--- config.mk ---
export PLATFORM = sky130hd
export DESIGN_NAME = divider_s
export DESIGN_NICKNAME = d
export VERILOG_FILES = /design/src/rtl/divider_s.sv
export SDC_FILE = /design/constraint.sdc
export NUM_CORES = 1
export LEC_CHECK = 0
export BUFFER_PORTS_ARGS = -buffer_cell sky130_fd_sc_hd__buf_2
export CAP_MARGIN = 5
export CORE_MARGIN = 2
export CORE_UTILIZATION = 60
export CTS_CLUSTER_DIAMETER = 100
export CTS_CLUSTER_SIZE = 20
export DETAILED_ROUTE_END_ITERATION = 8
export HOLD_SLACK_MARGIN = 0.05
export PLACE_DENSITY_LB_ADDON = 0.3
export SLEW_MARGIN = 5
export SYNTH_ARGS = -nofsm -noshare
export SYNTH_HDL_FRONTEND = slang
export SYNTH_SLANG_ARGS = --single-unit
--- constraint.sdc ---
create_clock -name i_clk -period 5.13 [get_ports i_clk]
set_input_delay 0.513 -clock i_clk [delete_from_list [all_inputs] [get_ports i_clk]]
set_output_delay 0.513 -clock i_clk [all_outputs]
set_load 0.02 [all_outputs]
--- src/rtl/divider_s.sv ---
// Sequential signed divider: restoring shift-subtract on operand magnitudes,
// one quotient bit per clock, then a sign-correction cycle (truncating semantics).
module divider_s #(
  parameter int NB_DATA = 4
) (
  input  logic                      i_clk,
  input  logic                      i_rst_n,
  input  logic                      i_start,
  input  logic signed [NB_DATA-1:0] i_dividend,
  input  logic signed [NB_DATA-1:0] i_divisor,
  output logic                      o_busy,
  output logic                      o_done,
  output logic signed [NB_DATA-1:0] o_quotient,
  output logic signed [NB_DATA-1:0] o_remainder,
  output logic                      o_div_by_zero,
  output logic                      o_overflow
);

  // state | meaning
  // IDLE  | waiting for i_start
  // ITER  | one restoring shift-subtract step per cycle, NB_DATA steps
  // FIX   | apply signs and special cases, load output registers
  // DONE  | o_done pulse; a start here is accepted back-to-back
  typedef enum logic [1:0] {IDLE, ITER, FIX, DONE} state_e;

  localparam int CW = $clog2(NB_DATA + 1);
  localparam logic [NB_DATA-1:0] MOST_NEG = {1'b1, {(NB_DATA-1){1'b0}}};

  state_e             state_q, state_d;
  logic [CW-1:0]      cnt_q, cnt_d;
  logic [NB_DATA:0]   rem_q, rem_d;
  logic [NB_DATA-1:0] dvd_mag_q, dvd_mag_d;
  logic [NB_DATA-1:0] dvs_mag_q, dvs_mag_d;
  logic [NB_DATA-1:0] dvd_raw_q, dvd_raw_d;
  logic               sgn_dvd_q, sgn_dvd_d;
  logic               sgn_dvs_q, sgn_dvs_d;
  logic               dbz_q, dbz_d;
  logic               ovf_q, ovf_d;
  logic [NB_DATA-1:0] quo_out_q, quo_out_d;
  logic [NB_DATA-1:0] rem_out_q, rem_out_d;
  logic               dbz_out_q, dbz_out_d;
  logic               ovf_out_q, ovf_out_d;

  logic [NB_DATA-1:0] dvd_neg, dvs_neg, quo_neg, rem_neg;
  logic [NB_DATA:0]   shifted, trial;
  logic               accept;

  assign dvd_neg = '0 - i_dividend;
  assign dvs_neg = '0 - i_divisor;
  assign quo_neg = '0 - dvd_mag_q;
  assign rem_neg = '0 - rem_q[NB_DATA-1:0];

  // Remainder never exceeds 2^(NB_DATA-1)-1 before the shift, so NB_DATA+1
  // bits hold both the shifted value and the trial difference with its sign.
  assign shifted = {rem_q[NB_DATA-1:0], dvd_mag_q[NB_DATA-1]};
  assign trial   = shifted - {1'b0, dvs_mag_q};
  assign accept  = i_start && (state_q == IDLE || state_q == DONE);

  always_comb begin
    state_d   = state_q;
    cnt_d     = cnt_q;
    rem_d     = rem_q;
    dvd_mag_d = dvd_mag_q;
    dvs_mag_d = dvs_mag_q;
    dvd_raw_d = dvd_raw_q;
    sgn_dvd_d = sgn_dvd_q;
    sgn_dvs_d = sgn_dvs_q;
    dbz_d     = dbz_q;
    ovf_d     = ovf_q;
    quo_out_d = quo_out_q;
    rem_out_d = rem_out_q;
    dbz_out_d = dbz_out_q;
    ovf_out_d = ovf_out_q;

    case (state_q)
      IDLE, DONE: begin
        if (accept) begin
          dvd_mag_d = i_dividend[NB_DATA-1] ? dvd_neg : i_dividend;
          dvs_mag_d = i_divisor[NB_DATA-1]  ? dvs_neg : i_divisor;
          dvd_raw_d = i_dividend;
          sgn_dvd_d = i_dividend[NB_DATA-1];
          sgn_dvs_d = i_divisor[NB_DATA-1];
          dbz_d     = (i_divisor == '0);
          ovf_d     = (i_dividend == MOST_NEG) && (i_divisor == '1);
          rem_d     = '0;
          cnt_d     = '0;
          state_d   = ITER;
        end else begin
          state_d = IDLE;
        end
      end
      ITER: begin
        if (!trial[NB_DATA]) begin
          rem_d     = trial;
          dvd_mag_d = {dvd_mag_q[NB_DATA-2:0], 1'b1};
        end else begin
          rem_d     = shifted;
          dvd_mag_d = {dvd_mag_q[NB_DATA-2:0], 1'b0};
        end
        cnt_d = cnt_q + 1'b1;
        if (cnt_q == CW'(NB_DATA - 1)) state_d = FIX;
      end
      FIX: begin
        if (dbz_q) begin
          quo_out_d = '1;
          rem_out_d = dvd_raw_q;
        end else begin
          quo_out_d = (sgn_dvd_q ^ sgn_dvs_q) ? quo_neg : dvd_mag_q;
          rem_out_d = sgn_dvd_q ? rem_neg : rem_q[NB_DATA-1:0];
        end
        dbz_out_d = dbz_q;
        ovf_out_d = ovf_q;
        state_d   = DONE;
      end
      default: state_d = IDLE;
    endcase
  end

  always_ff @(posedge i_clk or negedge i_rst_n) begin
    if (!i_rst_n) begin
      state_q   <= IDLE;
      cnt_q     <= '0;
      rem_q     <= '0;
      dvd_mag_q <= '0;
      dvs_mag_q <= '0;
      dvd_raw_q <= '0;
      sgn_dvd_q <= 1'b0;
      sgn_dvs_q <= 1'b0;
      dbz_q     <= 1'b0;
      ovf_q     <= 1'b0;
      quo_out_q <= '0;
      rem_out_q <= '0;
      dbz_out_q <= 1'b0;
      ovf_out_q <= 1'b0;
    end else begin
      state_q   <= state_d;
      cnt_q     <= cnt_d;
      rem_q     <= rem_d;
      dvd_mag_q <= dvd_mag_d;
      dvs_mag_q <= dvs_mag_d;
      dvd_raw_q <= dvd_raw_d;
      sgn_dvd_q <= sgn_dvd_d;
      sgn_dvs_q <= sgn_dvs_d;
      dbz_q     <= dbz_d;
      ovf_q     <= ovf_d;
      quo_out_q <= quo_out_d;
      rem_out_q <= rem_out_d;
      dbz_out_q <= dbz_out_d;
      ovf_out_q <= ovf_out_d;
    end
  end

  assign o_busy        = (state_q == ITER) || (state_q == FIX);
  assign o_done        = (state_q == DONE);
  assign o_quotient    = quo_out_q;
  assign o_remainder   = rem_out_q;
  assign o_div_by_zero = dbz_out_q;
  assign o_overflow    = ovf_out_q;

endmodule

==> results of run 1 <==
-- through the flow --
step	area [um^2]	utilization [%]	worst slack [ns]	std cells	power, W
2_1_floorplan	1940	-	3.13	200	0.00118
3_3_place_gp	2060	67.6	2.92	257	0.00131
3_5_place_dp	2060	67.6	2.72	257	0.00137
4_1_cts	2150	70.3	2.71	264	0.00157
5_1_grt	2150	70.3	2.50	264	0.00170
6_report	2150	70.3	2.72	264	0.00156
-- routing by layer --
metal | track usage [%] | up-vias | wire [um]
met1 | 27.8 | 702 | 1560
met4 | 10.9 | 0 | 97
met2 | 37.5 | 40 | 1720
met3 | 5.97 | 10 | 174
met5 | 0 | - | 0
li1 | - | 723 | -
-- worst max-delay path: stages, from the launching register on --
cell,delay [ns]
dfrtp_1,0.41
inv_1,0.06
ha_1,0.36
nand2_1,0.53
a21boi_1,0.70
o21ai_0,0.21
-- synthesized netlist by cell type, types with 2 or more instances --
| master | count |
|---|---|
| a21oi_1 | 11 |
| clkbuf_1 | 5 |
| mux2_2 | 6 |
| nor2_1 | 18 |
| mux2i_1 | 8 |
| o21ai_0 | 13 |
| o22ai_1 | 2 |
| ha_1 | 14 |
| buf_2 | 3 |
| nand2_1 | 22 |
| a31oi_1 | 3 |
| nor2_2 | 2 |
| xor2_1 | 2 |
| a32o_2 | 2 |
| nand2b_1 | 6 |
| nor2b_1 | 3 |
| inv_1 | 17 |
| o21ai_1 | 4 |
| xnor2_1 | 6 |
| dfrtp_1 | 34 |
-- flip-flops by register name, indices dropped and copies added (netlist names) --
name and cells:
cnt_q 3, o_quotient 4, sgn_dvs_q 1, o_div_by_zero 1, o_remainder 4, dvs_mag_q 4
dbz_q 1, o_overflow 1, rem_q 4, dvd_raw_q 4, ovf_q 1, state_q 2
dvd_mag_q 4
-- power by group through the flow --
| stage | registers (W) | logic [W] | clock network [W] |
|---|---|---|---|
| 6_report | 0.000487 | 0.000871 | 0.000197 |
| 3_3_place_gp | 0.000486 | 0.000828 | 0 |
| 2_1_floorplan | 0.000493 | 0.000691 | 0 |
| 4_1_cts | 0.000488 | 0.000877 | 0.000203 |
| 3_5_place_dp | 0.000494 | 0.000874 | 0 |
| 5_1_grt | 0.000504 | 0.000981 | 0.000211 |
-- final timing paths --
kind,endpoint,slack (ns),depth (start not counted)
min,cnt_q[1]$_DFFE_PN0P_,0.23,1
max in group asynchronous,dbz_q$_DFFE_PN0P_,4.42,1
min reg2reg,dvs_mag_q[3]$_DFFE_PN0P_,0.50,2
max,cnt_q[1]$_DFFE_PN0P_,2.72,5
max reg2reg,cnt_q[1]$_DFFE_PN0P_,2.72,5
min in group i_clk,dvd_raw_q[2]$_DFFE_PN0P_,0.46,2
-- cell type report --
type,instances,area [um^2]
clock buffers,6,51.3
clock inverters,1,30.0
fillers,242,907
inverters,17,63.8
multi-input cells,140,985
flip-flops and latches,34,851
well taps,44,55.1
repair buffers,22,110
-- logic make-up after synthesis --
kind of cell | synth area share (%)
AOI/OAI and AO/OA | 13.3
adders and majority gates | 10.1
muxes | 8.20
DFF | 43.9
and+or+nand+nor | 14.2
buffers and inverters | 5.23
xor gates and xnor gates | 5.04
==> impl_metrics.py, run 1 <==
metrics = {
    "synthesis": {
        "synth_cells": 200,
        "async_reset_ff_share_pct": 100,
        "netlist.area_leader.share_pct": 43.9,
        "ys_types": 39,
        "synth_top_area_cell": "dfrtp_1",
        "netlist_area_um2": 1940,
        "syn_nets": 226,
        "ys.flop_type": "dfrtp_1",
        "synth_warnings": 0,
        "synthTopCellsByArea": "dfrtp_1 44%, ha_1 9.0%, nand2_1 4.3%, mux2i_1 4.1%, nor2_1 3.5%",
        "synth-edff-count": 0,
        "yosysSeqAreaShare_pct": 43.9,
        "syn_area_per_cell_um2": 9.68,
        "synth_seq_cells": 34,
    },
    "power": {
        "peakVddDrop_mv": 0.397,
        "swShare_pct": 43.9,
        "comb_power_share_pct": 56.0,
        "power_density_nw_per_um2": 725,
        "clock_power_share_pct": 12.7,
        "power_leakage_nw": 1.03,
        "seqPwrFrac_pct": 31.3,
        "p_int_w": 0.000872,
        "power.switching_w": 0.000683,
    },
    "placed_design": {
        "gp_congestion": 0.882,
        "dp_hpwl_um": 2750,
        "port_buffers": 22,
    },
    "timing": {
        "grt_setup_unrepaired": "false",
        "fmax_mhz": 414,
        "slew_viol_final": 0,
        "worstMarginPinSlew_ns": 0.738,
        "period_share_pct": 47.0,
        "fin_skew_ns": 0.0120,
        "hold_viol_final": 0,
        "period_minus_slack_ns": 2.41,
        "slew_headroom_pct": 50.7,
        "setup_viol": 0,
        "whs_ns": 0.234,
        "finalSetupTns_ns": 0,
    },
    "clock_tree": {
        "cts_buffer_depth": 2,
        "cts.sinks": 34,
        "numCtsBuffers": 5,
        "ctsHoldBuffers": 0,
        "cts_resized": 0,
        "cts_root_buf": "clkbuf_4",
        "clk_latency_ns": 0.33,
        "htree_levels": 2,
        "postCtsSetupBuffers": 0,
        "cts_tree": "built",
        "clk_pin_slew_ns": 0.10,
    },
    "cells_and_area": {
        "diodes": 0,
        "layout_commonest_cell": "dfrtp_1",
        "layout-drive-gt1-share_pct": 19.1,
        "mostFrequentLayoutCells": "34 x dfrtp_1, 22 x nand2_1, 22 x buf_2",
        "area_growth_pct": 10.8,
        "nets": 246,
    },
    "global_routing": {
        "antenna_found_initial": 0,
        "grt_max_degree": 35,
        "grt_overflow": 0,
        "grt_pass1_wl_um": 6050,
        "track_usage_pct": 22.8,
        "grt_pass1_vias": 1343,
    },
    "flow_run": {
        "cap_violations": 0,
    },
    "die": {
        "coreArea_um2": 3050,
        "die_h_um": 60.8,
        "die-area_um2": 3700,
        "pin_count": 23,
        "fp.dieW_um": 60.8,
        "start_util_pct": 63.4,
        "std_cell_rows": 20,
    },
    "worst_setup_path": {
        "critPathKind": "register to register",
        "startpoint_type": "register",
        "reg2reg_from": "state_q[0]$_DFFE_PN0P_",
        "cp.required_ns": 5.31,
        "end_kind": "register",
        "crit_fanout": 22,
        "arrival_ns": 2.60,
        "worstSetupStartpoint": "state_q[0]$_DFFE_PN0P_",
    },
    "outcome": {
        "outcome": "completed",
    },
    "routing": {
        "ant_nets": 0,
        "firstDrtPassIters": 4,
        "route.detailed.drc": 0,
        "num_vias": 1475,
        "viasPerCell": 5.59,
        "wl_per_cell_um": 13.5,
        "dr.first_iter.drc_count": 55,
        "wl_um": 3560,
    },
    "hold_path": {
        "hold_class": "input port to asynchronous set/reset pin",
    },
}
No activity file was read; power rests on OpenSTA's default activity.
==> run 2: changes to the inputs <==
--- a/config.mk
+++ b/config.mk
@@ -5,10 +5,11 @@
 export SDC_FILE = /design/constraint.sdc
 export NUM_CORES = 1
 export LEC_CHECK = 0
+export ABC_AREA = 1
 export BUFFER_PORTS_ARGS = -buffer_cell sky130_fd_sc_hd__buf_2
 export CAP_MARGIN = 5
 export CORE_MARGIN = 2
-export CORE_UTILIZATION = 60
+export CORE_UTILIZATION = 57
 export CTS_CLUSTER_DIAMETER = 100
 export CTS_CLUSTER_SIZE = 20
 export DETAILED_ROUTE_END_ITERATION = 8
==> constraint.sdc (replaced) <==
create_clock -name i_clk -period 2.29 [get_ports i_clk]
set_input_delay 0.229 -clock i_clk [delete_from_list [all_inputs] [get_ports i_clk]]
set_output_delay 0.229 -clock i_clk [all_outputs]
set_load 0.02 [all_outputs]
==> run 2 against run 1 <==
  * Critical path depth grew 4
  * Hold slack worse by 0.057 ns
  * Sequential share of layout area up 0.14 points
  * Highest routed layer unchanged
  * Via count is 9.2% higher
  * Synthesized cell count rose by 16%
  * Area after synthesis shrank 1.8%
  * Clock skew down 0.00082 ns
  * Largest cell class unchanged
  * Sequential cell count did not move
  * Non-clock buffer count rose by 1
  * Die area rose by 3.1%
  * Worst setup slack got worse by 2.4 ns
  * Sequential power rose by 100%
  * Critical endpoint is now dvd_mag_q[0]$_DFFE_PN0P_
==> impl_metrics.py, run 2 <==
metrics = {
    "outcome": {
        "outcome": "completed",
    },
    "worst_setup_path": {
        "startpoint_type": "register",
        "crit_fanout": 5,
        "ff2ff_setup_slack_ns": 0.35,
        "cp.required_ns": 2.50,
        "rr_worst_depth": 9,
        "worstSetupStartpoint": "dvd_mag_q[3]$_DFFE_PN0P_",
        "arrival_ns": 2.15,
        "r2r_end": "dvd_mag_q[0]$_DFFE_PN0P_",
        "end_kind": "register",
        "critPathKind": "register to register",
        "cp-endpoint": "dvd_mag_q[0]$_DFFE_PN0P_",
        "reg2reg_from": "dvd_mag_q[3]$_DFFE_PN0P_",
    },
    "synthesis": {
        "yosysMostFrequentCell": "nand2_1",
        "async_reset_ff_share_pct": 100,
        "synth_seq_cells": 34,
        "synth_simple_gate_area_share_pct": 22.2,
        "ys_types": 28,
        "netlist.area_leader.share_pct": 44.7,
        "synth_cells": 231,
        "ys.flop_type": "dfrtp_1",
        "synth-edff-count": 0,
        "synth_top_family_by_area": "simple AND/OR/NAND/NOR gates",
        "synthTopCellsByArea": "dfrtp_1 45%, nand2_1 10%, ha_1 9.2%, inv_1 6.9%, o21ai_0 5.5%",
        "synth_top_area_cell": "dfrtp_1",
        "synth_xor_area_share_pct": 1.38,
        "synth_fa_ha_area_share_pct": 10.3,
        "syn_area_per_cell_um2": 8.23,
        "syn_nets": 257,
        "yosysSeqAreaShare_pct": 44.7,
        "synth_mux_area_share_pct": 0,
        "synth-compound-area-share_pct": 13.0,
        "ys_top_cells_by_count": "52 x nand2_1, 35 x inv_1, 34 x dfrtp_1",
        "synth_warnings": 0,
        "netlist_area_um2": 1900,
    },
    "global_routing": {
        "grt_max_degree": 35,
        "grt_pass1_wl_um": 6600,
        "grt_pass1_vias": 1519,
        "track_usage_pct": 23.8,
        "grt_overflow": 0,
        "antenna_found_initial": 0,
    },
    "routing": {
        "viasPerCell": 5.32,
        "wl_um": 3820,
        "dr.first_iter.drc_count": 114,
        "firstDrtPassIters": 4,
        "route.detailed.drc": 0,
        "num_vias": 1611,
        "wl_per_cell_um": 12.6,
        "ant_nets": 0,
    },
    "clock_tree": {
        "cts.sinks": 34,
        "numCtsBuffers": 5,
        "cts_resized": 0,
        "htree_levels": 2,
        "clk_pin_slew_ns": 0.10,
        "clk_latency_ns": 0.33,
        "cts_tree": "built",
        "cts_root_buf": "clkbuf_4",
        "cts_buffer_depth": 2,
    },
    "hold_path": {
        "hold_class": "input port to register",
    },
    "timing": {
        "slew_viol_final": 0,
        "period_share_pct": 84.6,
        "fmax_mhz": 516,
        "hold_viol_final": 0,
        "period_minus_slack_ns": 1.94,
        "worstMarginPinSlew_ns": 0.717,
        "slew_headroom_pct": 52.2,
        "grt_setup_unrepaired": "false",
        "setup_viol": 0,
        "fin_skew_ns": 0.0112,
        "finalSetupTns_ns": 0,
    },
    "power": {
        "power_density_nw_per_um2": 1360,
        "peakVddDrop_mv": 0.850,
        "seqPwrFrac_pct": 33.7,
        "p_int_w": 0.00158,
        "power.switching_w": 0.00134,
        "swShare_pct": 45.8,
        "power_leakage_nw": 1.14,
        "clock_power_share_pct": 14.5,
        "comb_power_share_pct": 51.8,
    },
    "cells_and_area": {
        "diodes": 0,
        "fillers": 289,
        "layout_commonest_cell": "nand2_1",
        "final_core_util_pct": 68.9,
        "area_growth_pct": 12.4,
        "layout-drive-gt1-share_pct": 14.7,
        "nets": 284,
        "mostFrequentLayoutCells": "52 x nand2_1, 35 x inv_1, 34 x dfrtp_1",
    },
    "die": {
        "die-area_um2": 3810,
        "die_h_um": 61.8,
        "coreArea_um2": 3100,
        "std_cell_rows": 20,
        "fp.dieW_um": 61.8,
        "start_util_pct": 61.3,
        "pin_count": 23,
    },
    "placed_design": {
        "port_buffers": 22,
        "gp_congestion": 0.797,
        "dp_hpwl_um": 2950,
    },
    "flow_run": {
        "cap_violations": 0,
    },
}
-- run 2: cell count changes after synthesis, moves of 7 or more --
cell,previous run,this run
a21oi_1,11,4
o21ai_0,13,21
nand3_1,1,20
nand2_1,22,52
inv_1,17,35
mux2i_1,8,0
-- run 2: critical path: stages, from the launching register on --
cell	delay, ns
dfrtp_1	0.39
inv_1	0.10
ha_1	0.23
fa_1	0.40
inv_1	0.09
nand3_1	0.09
nand3_1	0.18
nand2_1	0.13
nand2_1	0.11
o211ai_1	0.10
-- run 2: layout make-up --
class                           instances  area (um^2)  area share [%]
Clock inverter                          3         40.0            1.87
Timing Repair Buffer                   23          120            5.62
Sequential cell                        34          851            39.8
Multi-Input combinational cell        156          891            41.7
Inverter                               38          144            6.73
Clock buffer                            5         37.5            1.76
Tap cell                               44         55.1            2.57
-- run 2: through the flow --
step	hold slack [ns]	setup WS (ns)	area [um^2]	power (W)	std cells
global placement	0.330	0.432	2050	0.00246	294
detailed placement	0.336	0.408	2050	0.00249	294
floorplan	-0.0666	0.606	1900	0.00212	231
finish	0.177	0.353	2140	0.00292	303
CTS	0.176	0.369	2140	0.00292	303
global route	0.191	0.187	2140	0.00320	303
-- run 2: cell families (layout without fill, tap and decap cells) --
group | count (synthesis) | in the layout
simple gates | 98 | 98
buf+inv | 41 | 69
compound gates | 40 | 40
flops | 34 | 34
fa+ha+maj | 15 | 15
xor+xnor | 3 | 3
-- run 2: power groups by stage --
stage / clock network (W) / registers (W) / logic [W]
after global placement: 0 / 0.000981 / 0.00148
final: 0.000422 / 0.000984 / 0.00151
after floorplan: 0 / 0.00104 / 0.00108
after detailed placement: 0 / 0.000990 / 0.00150
after global routing: 0.000457 / 0.00101 / 0.00173
after CTS: 0.000429 / 0.000981 / 0.00151
-- run 2: how the worst min path moves through the flow --
stage | slack [ns] | cells past startpoint | end | from
4_1_cts | 0.18 | 3 | sgn_dvs_q$_DFFE_PN0P_ | i_divisor[3]
3_3_place_gp | 0.33 | 1 | rem_q[2]$_DFFE_PN0P_ | i_rst_n
5_1_grt | 0.19 | 3 | dvd_raw_q[2]$_DFFE_PN0P_ | i_dividend[2]
6_report | 0.18 | 3 | sgn_dvs_q$_DFFE_PN0P_ | i_divisor[3]
3_5_place_dp | 0.34 | 1 | rem_q[2]$_DFFE_PN0P_ | i_rst_n
2_1_floorplan | -0.07 | 0 | cnt_q[0]$_DFFE_PN0P_ | i_rst_n
-- run 2: what timing repair did --
item / in CTS / in global routing
hold endpoints to repair: 34 / 0
endpoints found under the setup margin: 0 / 0
buffers inserted: 0 / 0
hold buffers: 1 / 0
-- run 2: per-layer routing --
layer	GRT usage [%]	wire length [um]	part of all wire, %	vias up
li1	-	-	-	818
met4	9.73	61	1.6	0
met3	5.18	155	4.1	7
met2	37.0	1730	45	48
met1	32.7	1870	49	738
met5	0	0	0	-
==> run 3: changes to the inputs <==
--- a/config.mk
+++ b/config.mk
@@ -5,7 +5,7 @@
 export SDC_FILE = /design/constraint.sdc
 export NUM_CORES = 1
 export LEC_CHECK = 0
-export ABC_AREA = 1
+export ABC_AREA = 0
 export BUFFER_PORTS_ARGS = -buffer_cell sky130_fd_sc_hd__buf_2
 export CAP_MARGIN = 5
 export CORE_MARGIN = 2
==> constraint.sdc (replaced) <==
create_clock -name i_clk -period 1.8 [get_ports i_clk]
set_input_delay 0.18 -clock i_clk [delete_from_list [all_inputs] [get_ports i_clk]]
set_output_delay 0.18 -clock i_clk [all_outputs]
set_load 0.02 [all_outputs]
==> run 3 against run 2 <==
  * The run now ends with setup timing left
  * Via count fell by 7.4%
  * Critical path depth is 2 lower
  * Sequential share of layout area is 2.4 points lower
  * Register-to-register slack lost 0.48 ns
  * Critical path type unchanged
  * Critical endpoint is now rem_q[1]$_DFFE_PN0P_
  * Largest power group unchanged
  * Highest routed layer unchanged
==> impl_metrics.py, run 3 (synthesis results as in run 1) <==
metrics = {
    "placed_design": {
        "dp_hpwl_um": 2990,
        "dp_cells": 272,
        "port_buffers": 22,
        "gp_congestion": 0.841,
        "dpl_cell_area_um2": 2180,
    },
    "global_routing": {
        "track_usage_pct": 22.9,
        "antenna_found_initial": 0,
        "grt_pass1_vias": 1522,
        "grt_overflow": 0,
        "grt_max_degree": 35,
        "grt_pass1_wl_um": 6910,
    },
    "outcome": {
        "violations": "setup timing",
        "outcome": "complete, but fails checks",
    },
    "worst_setup_path": {
        "end_kind": "register",
        "cpPeakStageDelay_ns": 0.42,
        "arrival_ns": 2.16,
        "critPathKind": "register to register",
        "cp.buffers_inverters": 0,
        "cp.required_ns": 2.03,
        "slowest_stage": "dfrtp_1",
        "startpoint_type": "register",
        "crit_fanout": 5,
        "critical-path-top-delay-family": "adder cells",
        "path_cells": "ha_4, fa_2, nand2b_4, a21oi_4, xnor2_4, mux2i_1, a32o_2",
    },
    "die": {
        "start_util_pct": 58.5,
        "die_h_um": 62.3,
        "pin_count": 23,
        "std_cell_rows": 21,
        "die-area_um2": 3880,
        "fp.dieW_um": 62.3,
        "coreArea_um2": 3310,
    },
    "timing": {
        "finalSetupTns_ns": -0.300,
        "slew_headroom_pct": 50.1,
        "period_share_pct": 107,
        "fmax_mhz": 519,
        "fin_ws_ns": -0.127,
        "fin_skew_ns": 0.0155,
        "period_minus_slack_ns": 1.93,
        "slew_viol_final": 0,
        "hold_viol_final": 0,
        "grt_setup_unrepaired": "true",
        "whs_ns": 0.104,
        "setup_viol": 4,
        "worstMarginPinSlew_ns": 0.749,
    },
    "clock_tree": {
        "cts_root_buf": "clkbuf_4",
        "htree_levels": 2,
        "clk_pin_slew_ns": 0.10,
        "cts_buffer_depth": 2,
        "cts.sinks": 34,
        "clk_latency_ns": 0.34,
        "cts_tree": "built",
        "numCtsBuffers": 5,
    },
    "routing": {
        "viasPerCell": 5.29,
        "wl_um": 3920,
        "wl_per_cell_um": 13.9,
        "dr.first_iter.drc_count": 55,
        "route.detailed.drc": 0,
        "firstDrtPassIters": 4,
        "ant_nets": 0,
        "num_vias": 1492,
    },
    "cells_and_area": {
        "layout_commonest_cell": "dfrtp_1",
        "mostFrequentLayoutCells": "34 x dfrtp_1, 22 x buf_2, 21 x nand2_1",
        "diodes": 0,
        "multi_input_area_um2": 1010,
        "area_growth_pct": 17.5,
        "final_area_um2": 2280,
        "fillers": 280,
        "nets": 261,
        "final_cells": 282,
        "seq_area_um2": 851,
        "layout-drive-gt1-share_pct": 26.3,
    },
    "power": {
        "power_density_nw_per_um2": 2060,
        "peakVddDrop_mv": 0.889,
        "swShare_pct": 44.1,
        "seqPwrFrac_pct": 28.8,
        "comb_power_share_pct": 61.6,
        "p_int_w": 0.00262,
        "power.switching_w": 0.00207,
        "clock_power_share_pct": 9.6,
        "power_leakage_nw": 1.10,
    },
    "hold_path": {
        "hold_class": "input port to register",
    },
    "flow_run": {
        "cap_violations": 0,
    },
}
[run 3: layout make-up]
class / count / area share (%)
repair buffers: 37 / 9.90
clock buffers: 6 / 2.25
well taps: 46 / 2.53
inverters: 17 / 2.80
flip-flops and latches: 34 / 37.4
multi-input cells: 140 / 44.6
clock inverters: 2 / 0.550
[run 3: worst reg2reg max path, delay by kind of cell (launching register included)]
family                     cells  cell delay [ns]
adders and majority gates      2             0.51
AOI/OAI and AO/OA              2             0.44
DFF                            1             0.42
xor gates and xnor gates       1             0.18
and+or+nand+nor                1             0.15
muxes                          1             0.12
[run 3: per-layer routing]
layer  GRT usage (%)  up-vias  wire length [um]
met3            5.98       11               160
met2            38.0       32              1910
li1                -      747                 -
met4            8.89        0                80
met5               0        -                 0
met1            28.8      702              1770
[run 3: power by group through the flow]
stage / clock network [W] / logic, W / registers (W)
after floorplan: 0 / 0.00202 / 0.00141
after global placement: 0 / 0.00272 / 0.00135
after detailed placement: 0 / 0.00285 / 0.00137
after CTS: 0.000460 / 0.00285 / 0.00135
after global routing: 0.000486 / 0.00325 / 0.00140
final: 0.000450 / 0.00289 / 0.00135
[run 3: final timing paths]
kind	from	end	slack, ns	cells after the start
min in group asynchronous	i_rst_n	dvd_mag_q[1]$_DFFE_PN0P_	0.45	2
min reg2reg	dvd_raw_q[1]$_DFFE_PN0P_	dvd_raw_q[1]$_DFFE_PN0P_	0.49	2
min	i_dividend[2]	dvd_raw_q[2]$_DFFE_PN0P_	0.10	2
max in group asynchronous	i_rst_n	ovf_q$_DFFE_PN0P_	0.87	2
max reg2reg	dvs_mag_q[0]$_DFFE_PN0P_	rem_q[1]$_DFFE_PN0P_	-0.13	7
max	dvs_mag_q[0]$_DFFE_PN0P_	rem_q[1]$_DFFE_PN0P_	-0.13	7
[run 3: metrics by stage]
stage | setup slack [ns] | total power (W) | util (%)
5_1_grt | -0.199 | 0.00513 | 68.7
6_report | -0.127 | 0.00469 | 68.7
2_1_floorplan | -0.0806 | 0.00343 | -
3_5_place_dp | -0.138 | 0.00422 | 66.0
4_1_cts | -0.129 | 0.00467 | 68.2
3_3_place_gp | -0.0892 | 0.00406 | 66.0
[run 3: what timing repair did]
item,in CTS,in global routing
pin swaps,3,1
buffers inserted,0,1
resized for setup,0,3
hold buffers,1,0
hold endpoints to repair,34,0
setup endpoints to repair,4,11
